File: src/rtl/mo_line_scheduler_pkg.sv
// Shared definitions for the motion-object line scheduler: FSM states, object
// geometry, sprite RAM field offsets and the object byte-address helper.
package mo_line_scheduler_pkg;

    localparam int OBJ_BYTES = 4;
    localparam int OBJ_H     = 16;
    localparam int OBJ_W     = 8;

    typedef enum logic [1:0] {
        OFS_CODE = 2'd0,
        OFS_Y    = 2'd1,
        OFS_ATTR = 2'd2,
        OFS_X    = 2'd3
    } obj_field_t;

    typedef enum logic [3:0] {
        ST_IDLE    = 4'd0,
        ST_ADDR_Y  = 4'd1,
        ST_CHK_Y   = 4'd2,
        ST_ADDR_C  = 4'd3,
        ST_LAT_C   = 4'd4,
        ST_LAT_X   = 4'd5,
        ST_ROM_LAT = 4'd6,
        ST_PIX0    = 4'd7,
        ST_PIX1    = 4'd8,
        ST_DONE    = 4'd9
    } state_t;

    function automatic logic [7:0] obj_byte(input logic [7:0] base,
                                            input logic [5:0] idx,
                                            input obj_field_t ofs);
        return base + 8'(idx * OBJ_BYTES) + 8'(ofs);
    endfunction

endpackage

File: src/rtl/mo_line_scheduler_row_match.sv
// Combinational vertical hit test: an object at Y covers target line tl when
// the 8-bit difference tl - Y falls inside the object height.
module mo_row_match
    import mo_line_scheduler_pkg::*;
(
    input  logic [7:0] tl,
    input  logic [7:0] y,
    output logic       hit,
    output logic [3:0] row
);

    logic [7:0] diff;

    assign diff = tl - y;
    assign hit  = (diff < 8'(OBJ_H));
    assign row  = diff[3:0];

endmodule

File: src/rtl/mo_line_scheduler.sv
// Motion-object line scheduler: scans sprite RAM one line ahead and writes the
// opaque pixels of every intersecting object into the idle line-buffer half.
module mo_line_scheduler
    import mo_line_scheduler_pkg::*;
#(
    parameter int         NUM_OBJ  = 40,
    parameter logic [7:0] OBJ_BASE = 8'h00
) (
    input  logic        clk,
    input  logic        reset_n,
    input  logic        clk_en,
    input  logic        hblank_start,
    input  logic        vblank,
    input  logic [7:0]  vcount,
    input  logic        buf1buf2n,
    output logic [8:0]  mo_addr,
    input  logic [7:0]  mo_data,
    output logic [13:0] rom_addr,
    input  logic [7:0]  rom_data,
    output logic        lb_we,
    output logic        lb_sel,
    output logic [7:0]  lb_addr,
    output logic [3:0]  lb_data,
    output logic        busy,
    output logic        overrun
);

    localparam logic [5:0] I_LAST = 6'(NUM_OBJ - 1);
    localparam logic [1:0] K_LAST = 2'(OBJ_W / 2 - 1);

    state_t      state_reg, state_next;
    logic [5:0]  i_reg, i_next;
    logic [1:0]  k_reg, k_next;
    logic [7:0]  tl_reg, tl_next;
    logic [7:0]  code_reg, code_next;
    logic [7:0]  x_reg, x_next;
    logic [7:0]  pix_reg, pix_next;
    logic [3:0]  row_reg, row_next;
    logic        bank_reg, bank_next;
    logic        lb_sel_reg, lb_sel_next;
    logic        overrun_reg, overrun_next;
    logic [8:0]  mo_addr_reg, mo_addr_next;
    logic [13:0] rom_addr_reg, rom_addr_next;

    logic        hit;
    logic [3:0]  row_hit;
    logic        to_done;
    logic        pix_state;
    logic [3:0]  nibble;
    logic [8:0]  x9;

    mo_row_match u_row_match (
        .tl  (tl_reg),
        .y   (mo_data),
        .hit (hit),
        .row (row_hit)
    );

    assign busy = (state_reg != ST_IDLE) && (state_reg != ST_DONE);

    always_comb begin
        state_next    = state_reg;
        i_next        = i_reg;
        k_next        = k_reg;
        tl_next       = tl_reg;
        code_next     = code_reg;
        x_next        = x_reg;
        pix_next      = pix_reg;
        row_next      = row_reg;
        bank_next     = bank_reg;
        lb_sel_next   = lb_sel_reg;
        overrun_next  = overrun_reg;
        mo_addr_next  = mo_addr_reg;
        rom_addr_next = rom_addr_reg;
        to_done       = 1'b0;

        // Addresses are registered one state ahead so memory data lands in the consuming state.
        case (state_reg)
            ST_IDLE, ST_DONE: ;
            ST_ADDR_Y:  state_next = ST_CHK_Y;
            ST_CHK_Y: begin
                if (hit) begin
                    row_next     = row_hit;
                    mo_addr_next = {bank_reg, obj_byte(OBJ_BASE, i_reg, OFS_CODE)};
                    state_next   = ST_ADDR_C;
                end else if (i_reg == I_LAST) begin
                    to_done    = 1'b1;
                    state_next = ST_DONE;
                end else begin
                    i_next       = i_reg + 6'd1;
                    mo_addr_next = {bank_reg, obj_byte(OBJ_BASE, i_reg + 6'd1, OFS_Y)};
                    state_next   = ST_ADDR_Y;
                end
            end
            ST_ADDR_C: begin
                mo_addr_next = {bank_reg, obj_byte(OBJ_BASE, i_reg, OFS_X)};
                state_next   = ST_LAT_C;
            end
            ST_LAT_C: begin
                code_next     = mo_data;
                rom_addr_next = {mo_data, row_reg, 2'd0};
                state_next    = ST_LAT_X;
            end
            ST_LAT_X: begin
                x_next     = mo_data;
                state_next = ST_ROM_LAT;
            end
            ST_ROM_LAT: begin
                pix_next   = rom_data;
                state_next = ST_PIX0;
            end
            ST_PIX0: begin
                if (k_reg != K_LAST)
                    rom_addr_next = {code_reg, row_reg, k_reg + 2'd1};
                state_next = ST_PIX1;
            end
            ST_PIX1: begin
                if (k_reg != K_LAST) begin
                    k_next     = k_reg + 2'd1;
                    state_next = ST_ROM_LAT;
                end else begin
                    k_next = 2'd0;
                    if (i_reg == I_LAST) begin
                        to_done    = 1'b1;
                        state_next = ST_DONE;
                    end else begin
                        i_next       = i_reg + 6'd1;
                        mo_addr_next = {bank_reg, obj_byte(OBJ_BASE, i_reg + 6'd1, OFS_Y)};
                        state_next   = ST_ADDR_Y;
                    end
                end
            end
            default: state_next = ST_IDLE;
        endcase

        // A scan that is about to enter DONE on this edge has finished in time.
        if (hblank_start) begin
            lb_sel_next  = ~lb_sel_reg;
            i_next       = 6'd0;
            k_next       = 2'd0;
            overrun_next = busy && !to_done;
            if (!vblank) begin
                bank_next    = buf1buf2n;
                tl_next      = vcount + 8'd1;
                mo_addr_next = {buf1buf2n, obj_byte(OBJ_BASE, 6'd0, OFS_Y)};
                state_next   = ST_ADDR_Y;
            end else begin
                state_next = ST_IDLE;
            end
        end
    end

    always_ff @(posedge clk or negedge reset_n) begin
        if (!reset_n) begin
            state_reg    <= ST_IDLE;
            i_reg        <= '0;
            k_reg        <= '0;
            tl_reg       <= '0;
            code_reg     <= '0;
            x_reg        <= '0;
            pix_reg      <= '0;
            row_reg      <= '0;
            bank_reg     <= 1'b0;
            lb_sel_reg   <= 1'b0;
            overrun_reg  <= 1'b0;
            mo_addr_reg  <= '0;
            rom_addr_reg <= '0;
        end else if (clk_en) begin
            state_reg    <= state_next;
            i_reg        <= i_next;
            k_reg        <= k_next;
            tl_reg       <= tl_next;
            code_reg     <= code_next;
            x_reg        <= x_next;
            pix_reg      <= pix_next;
            row_reg      <= row_next;
            bank_reg     <= bank_next;
            lb_sel_reg   <= lb_sel_next;
            overrun_reg  <= overrun_next;
            mo_addr_reg  <= mo_addr_next;
            rom_addr_reg <= rom_addr_next;
        end
    end

    // Pixel offset within the object is 2k plus one for the right-hand nibble.
    assign pix_state = (state_reg == ST_PIX0) || (state_reg == ST_PIX1);
    assign nibble    = (state_reg == ST_PIX1) ? pix_reg[3:0] : pix_reg[7:4];
    assign x9        = {1'b0, x_reg} + {6'd0, k_reg, (state_reg == ST_PIX1)};

    // The pixel in flight is dropped when a new line aborts the scan.
    assign lb_we    = clk_en && !hblank_start && pix_state && (nibble != 4'd0) && !x9[8];
    assign lb_addr  = x9[7:0];
    assign lb_data  = nibble;
    assign lb_sel   = lb_sel_reg;
    assign overrun  = overrun_reg;
    assign mo_addr  = mo_addr_reg;
    assign rom_addr = rom_addr_reg;

endmodule

File: config.mk
export PLATFORM = sky130hd
export DESIGN_NAME = mo_line_scheduler
export DESIGN_NICKNAME = d
export VERILOG_FILES = /design/src/rtl/mo_line_scheduler_pkg.sv /design/src/rtl/mo_line_scheduler_row_match.sv /design/src/rtl/mo_line_scheduler.sv
export SDC_FILE = /design/constraint.sdc
export NUM_CORES = 1
export LEC_CHECK = 0
export ABC_AREA = 1
export BUFFER_PORTS_ARGS = -buffer_cell sky130_fd_sc_hd__buf_2
export CORE_MARGIN = 3
export CORE_UTILIZATION = 61
export DETAILED_ROUTE_END_ITERATION = 10
export HOLD_SLACK_MARGIN = 0.15
export PLACE_DENSITY = 0.85
export SYNTH_ARGS = -nofsm -noshare
export SYNTH_HDL_FRONTEND = slang
export SYNTH_SLANG_ARGS = --single-unit
File: constraint.sdc
create_clock -name clk -period 7.21 [get_ports clk]
set_clock_uncertainty 0.2 [all_clocks]
set_input_delay 1.442 -clock clk [delete_from_list [all_inputs] [get_ports clk]]
set_output_delay 1.442 -clock clk [all_outputs]
set_load 0.02 [all_outputs]
==> results.json <==
{
  "cts_tree": "built",
  "maxSlewHeadroom": 0.372,
  "h-tree-depth": 3,
  "pre_cts_ws_ns": 2.81,
  "wl_met1_um": 4440,
  "p_sw_frac": 0.433,
  "cts_setup_buffers": 0,
  "route.met3.wl_um": 794,
  "timing.rr.end": "rom_addr[4]",
  "gp_congestion": 0.931,
  "worstReg2RegStart": "state_reg[2]",
  "hold_path_startpoint": "lb_sel",
  "die_h_um": 90.1,
  "ys_ff_latch": 74,
  "ir_drop_mv": 0.176,
  "worst_hold_path_type": "reg2reg",
  "core-area_um2": 6830,
  "n_antenna_cell": 0,
  "grt_pass1_wl_um": 16800,
  "critPathCaptureType": "output pin",
  "reg2reg_depth": 7,
  "dieArea_um2": 8120,
  "largest_register_ffs": 14,
  "synth_edf_count": 0,
  "p_sw_uw": 730,
  "top_layer_used": "met4",
  "crit_type": "reg2out",
  "synthesis.nets": 577,
  "cp_slowest_stage_delay_ns": 0.47,
  "period_needed_ns": 4.53,
  "dp_hpwl_um": 7500,
  "die_x_um": 90.1,
  "cp_cell_sequence": "nor2_2 -> nand2_4 -> inv_2 -> ha_1 -> inv_1 -> fa_1 -> nor2_1 -> o21ai_0 -> nor3b_1 -> xor2_1 -> buf_2",
  "pwr-share-clk": 0.183,
  "worstPathRequired_ns": 5.57,
  "antenna_found_initial": 0,
  "via_count": 3788,
  "nNetsFinal": 646,
  "cp_slowest_cell": "dfrtp_1",
  "final_cell_area_um2": 4910,
  "route.met2.wl_um": 4530,
  "worst_pin_slew_ns": 0.942,
  "dp.cells": 686,
  "drv_slew": 0,
  "hold_viol": 0,
  "syn-mean-instance-area_um2": 8.11,
  "finalSetupViolations": 0,
  "clk_latency_ns": 0.37,
  "grt_pass1_vias": 3508,
  "cp.arrival_ns": 2.89,
  "maxCapViolCount": 0,
  "holdBufCountCts": 0,
  "grt_usage": 0.256,
  "leakage_nw": 2.52,
  "crit_fanout": 9,
  "status": "finished, final reports clean",
  "drc": 0,
  "firstDrtPassIters": 6,
  "via_per_inst": 5.40,
  "finalCritPeriodShare": 0.629,
  "clock-sinks": 74,
  "overflow": 0,
  "syn2layout_area_growth_pct": 13.8,
  "yosys.cell_types.count": 48,
  "synthFlopType": "dfrtp_1",
  "io_pins": 69,
  "seqPwrFrac": 0.395,
  "postPlaceCellArea_um2": 4720,
  "synth-async-reset-ratio": 1.00,
  "powerDensity_nw_per_um2": 344,
  "fmax_mhz": 221,
  "n_fill_cell": 547,
  "synth_area_um2": 4310,
  "rsz0062_at_grt": "false",
  "min_path_cells": 1,
  "synthCells": 532,
  "io_buffers": 68,
  "fin_ws_ns": 2.68,
  "grt_max_degree": 75,
  "power_frac_comb": 0.422,
  "cts_root_buf": "clkbuf_8",
  "cts-resized-gates": 0,
  "p_int_uw": 957,
  "r2r_slack_ns": 4.23,
  "floorplan.rows": 30,
  "clk_pin_slew_ns": 0.08,
  "cts_max_path_buffers": 2,
  "wl_per_cell_um": 14.1,
  "start_util": 0.631,
  "start_kind": "flop",
  "ys_warn_count": 0,
  "drt_iter0_drc": 313,
  "seq_area_frac_synth": 0.429,
  "wl_um": 9890,
  "drive_gt1_frac": 0.216,
  "tns_ns": 0,
  "whs_endpoint": "lb_sel",
  "ant_nets": 0,
  "stdcell_count": 702,
  "cts_buffers": 9
}
-- critical path, delay by kind of cell, from the launching register on --
family                     cells  cell delay, ns
xor gates and xnor gates       1            0.16
AOI/OAI and AO/OA              1            0.11
DFF                            1            0.47
adders and majority gates      2            0.60
and+or+nand+nor                4            0.78
buffers and inverters          3            0.41
-- cells in the mapped netlist, types with 2 or more instances --
cell      instances  area share
a211oi_1          2      0.0035
a21oi_1          14       0.016
a31oi_1           9       0.013
buf_2             3      0.0035
buf_6             2      0.0052
clkbuf_1          6      0.0052
dfrtp_1          74        0.43
fa_1              2      0.0093
ha_1             13       0.038
inv_1            65       0.057
inv_2             6      0.0052
mux2_2           12       0.031
nand2_1         146        0.13
nand2_2           5      0.0073
nand2_4           2      0.0052
nand3_1          31       0.036
nand4_1           5      0.0073
nor2_1           28       0.024
nor2_2            4      0.0058
nor2_4            2      0.0052
nor3_1            4      0.0046
o21ai_0          45       0.052
o21ai_1           7      0.0081
o21ai_2           5       0.010
o22ai_1           3      0.0044
xnor2_1           8       0.016
xor2_1            8       0.016
-- cell families (layout without fill, tap and decap cells) --
| family | Yosys count | after routing | synth area share |
|---|---|---|---|
| buffers and inverters | 82 | 156 | 0.0757 |
| adder cells (fa/ha/maj) | 15 | 15 | 0.0470 |
| flip-flops | 74 | 74 | 0.429 |
| XOR/XNOR | 16 | 16 | 0.0325 |
| AO/OA/AOI/OAI | 97 | 97 | 0.138 |
| AND/OR/NAND/NOR | 236 | 236 | 0.246 |
| multiplexers | 12 | 12 | 0.0313 |
-- final cells by class --
type | instances | area, µm² | area share
multi-input combinational | 376 | 2130 | 0.435
sequential | 74 | 1850 | 0.377
timing repair buffer | 69 | 348 | 0.0709
inverter | 71 | 267 | 0.0543
clock buffer | 10 | 138 | 0.0280
tap | 96 | 120 | 0.0245
clock inverter | 6 | 48.8 | 0.00994
-- routing by layer --
| metal | vias up | global-route usage |
|---|---|---|
| met4 | 0 | 0.0536 |
| met2 | 151 | 0.399 |
| met3 | 11 | 0.0577 |
| li1 | 1872 | - |
| met5 | - | 0 |
| met1 | 1754 | 0.369 |
-- how the worst max path moves through the flow --
stage	endpoint	cells past startpoint	startpoint	slack [ns]
floorplan	lb_we	5	clk_en	3.19
global placement	lb_we	6	clk_en	2.89
detailed placement	lb_we	6	clk_en	2.81
CTS	lb_addr[6]	11	state_reg[0]	2.68
global route	lb_addr[6]	11	state_reg[0]	2.44
finish	lb_addr[6]	11	state_reg[0]	2.68
-- power by group through the flow --
| stage | registers (mW) | logic (mW) | clock network [mW] |
|---|---|---|---|
| floorplan | 0.720 | 0.450 | 0 |
| global placement | 0.666 | 0.685 | 0 |
| detailed placement | 0.672 | 0.710 | 0 |
| CTS | 0.665 | 0.713 | 0.306 |
| global route | 0.684 | 0.797 | 0.328 |
| finish | 0.667 | 0.712 | 0.309 |
-- per-stage QoR --
| stage | hold WS, ns | power [mW] | utilization |
|---|---|---|---|
| finish | 0.277 | 1.69 | 0.718 |
| global route | 0.300 | 1.81 | 0.718 |
| CTS | 0.276 | 1.68 | 0.718 |
| detailed placement | 0.262 | 1.38 | 0.691 |
| global placement | 0.257 | 1.35 | 0.691 |
| floorplan | 0.253 | 1.17 | - |
-- layout by cell type (no fill, tap or decap), types with 4 or more instances in the layout --
cell type | Yosys | routed
mux2_2 | 12 | 12
inv_2 | 6 | 6
xnor2_1 | 8 | 8
nand2_1 | 146 | 146
nor3_1 | 4 | 4
dfrtp_1 | 74 | 74
o21ai_1 | 7 | 7
nand3_1 | 31 | 31
xor2_1 | 8 | 8
o21ai_2 | 5 | 5
o21ai_0 | 45 | 45
nand4_1 | 5 | 5
nor2_2 | 4 | 4
buf_2 | 3 | 68
a21oi_1 | 14 | 14
nand2_2 | 5 | 5
nor2_1 | 28 | 28
inv_1 | 65 | 65
ha_1 | 13 | 13
clkbuf_8 | 0 | 10
a31oi_1 | 9 | 9
(Power assumes the default switching activity.)
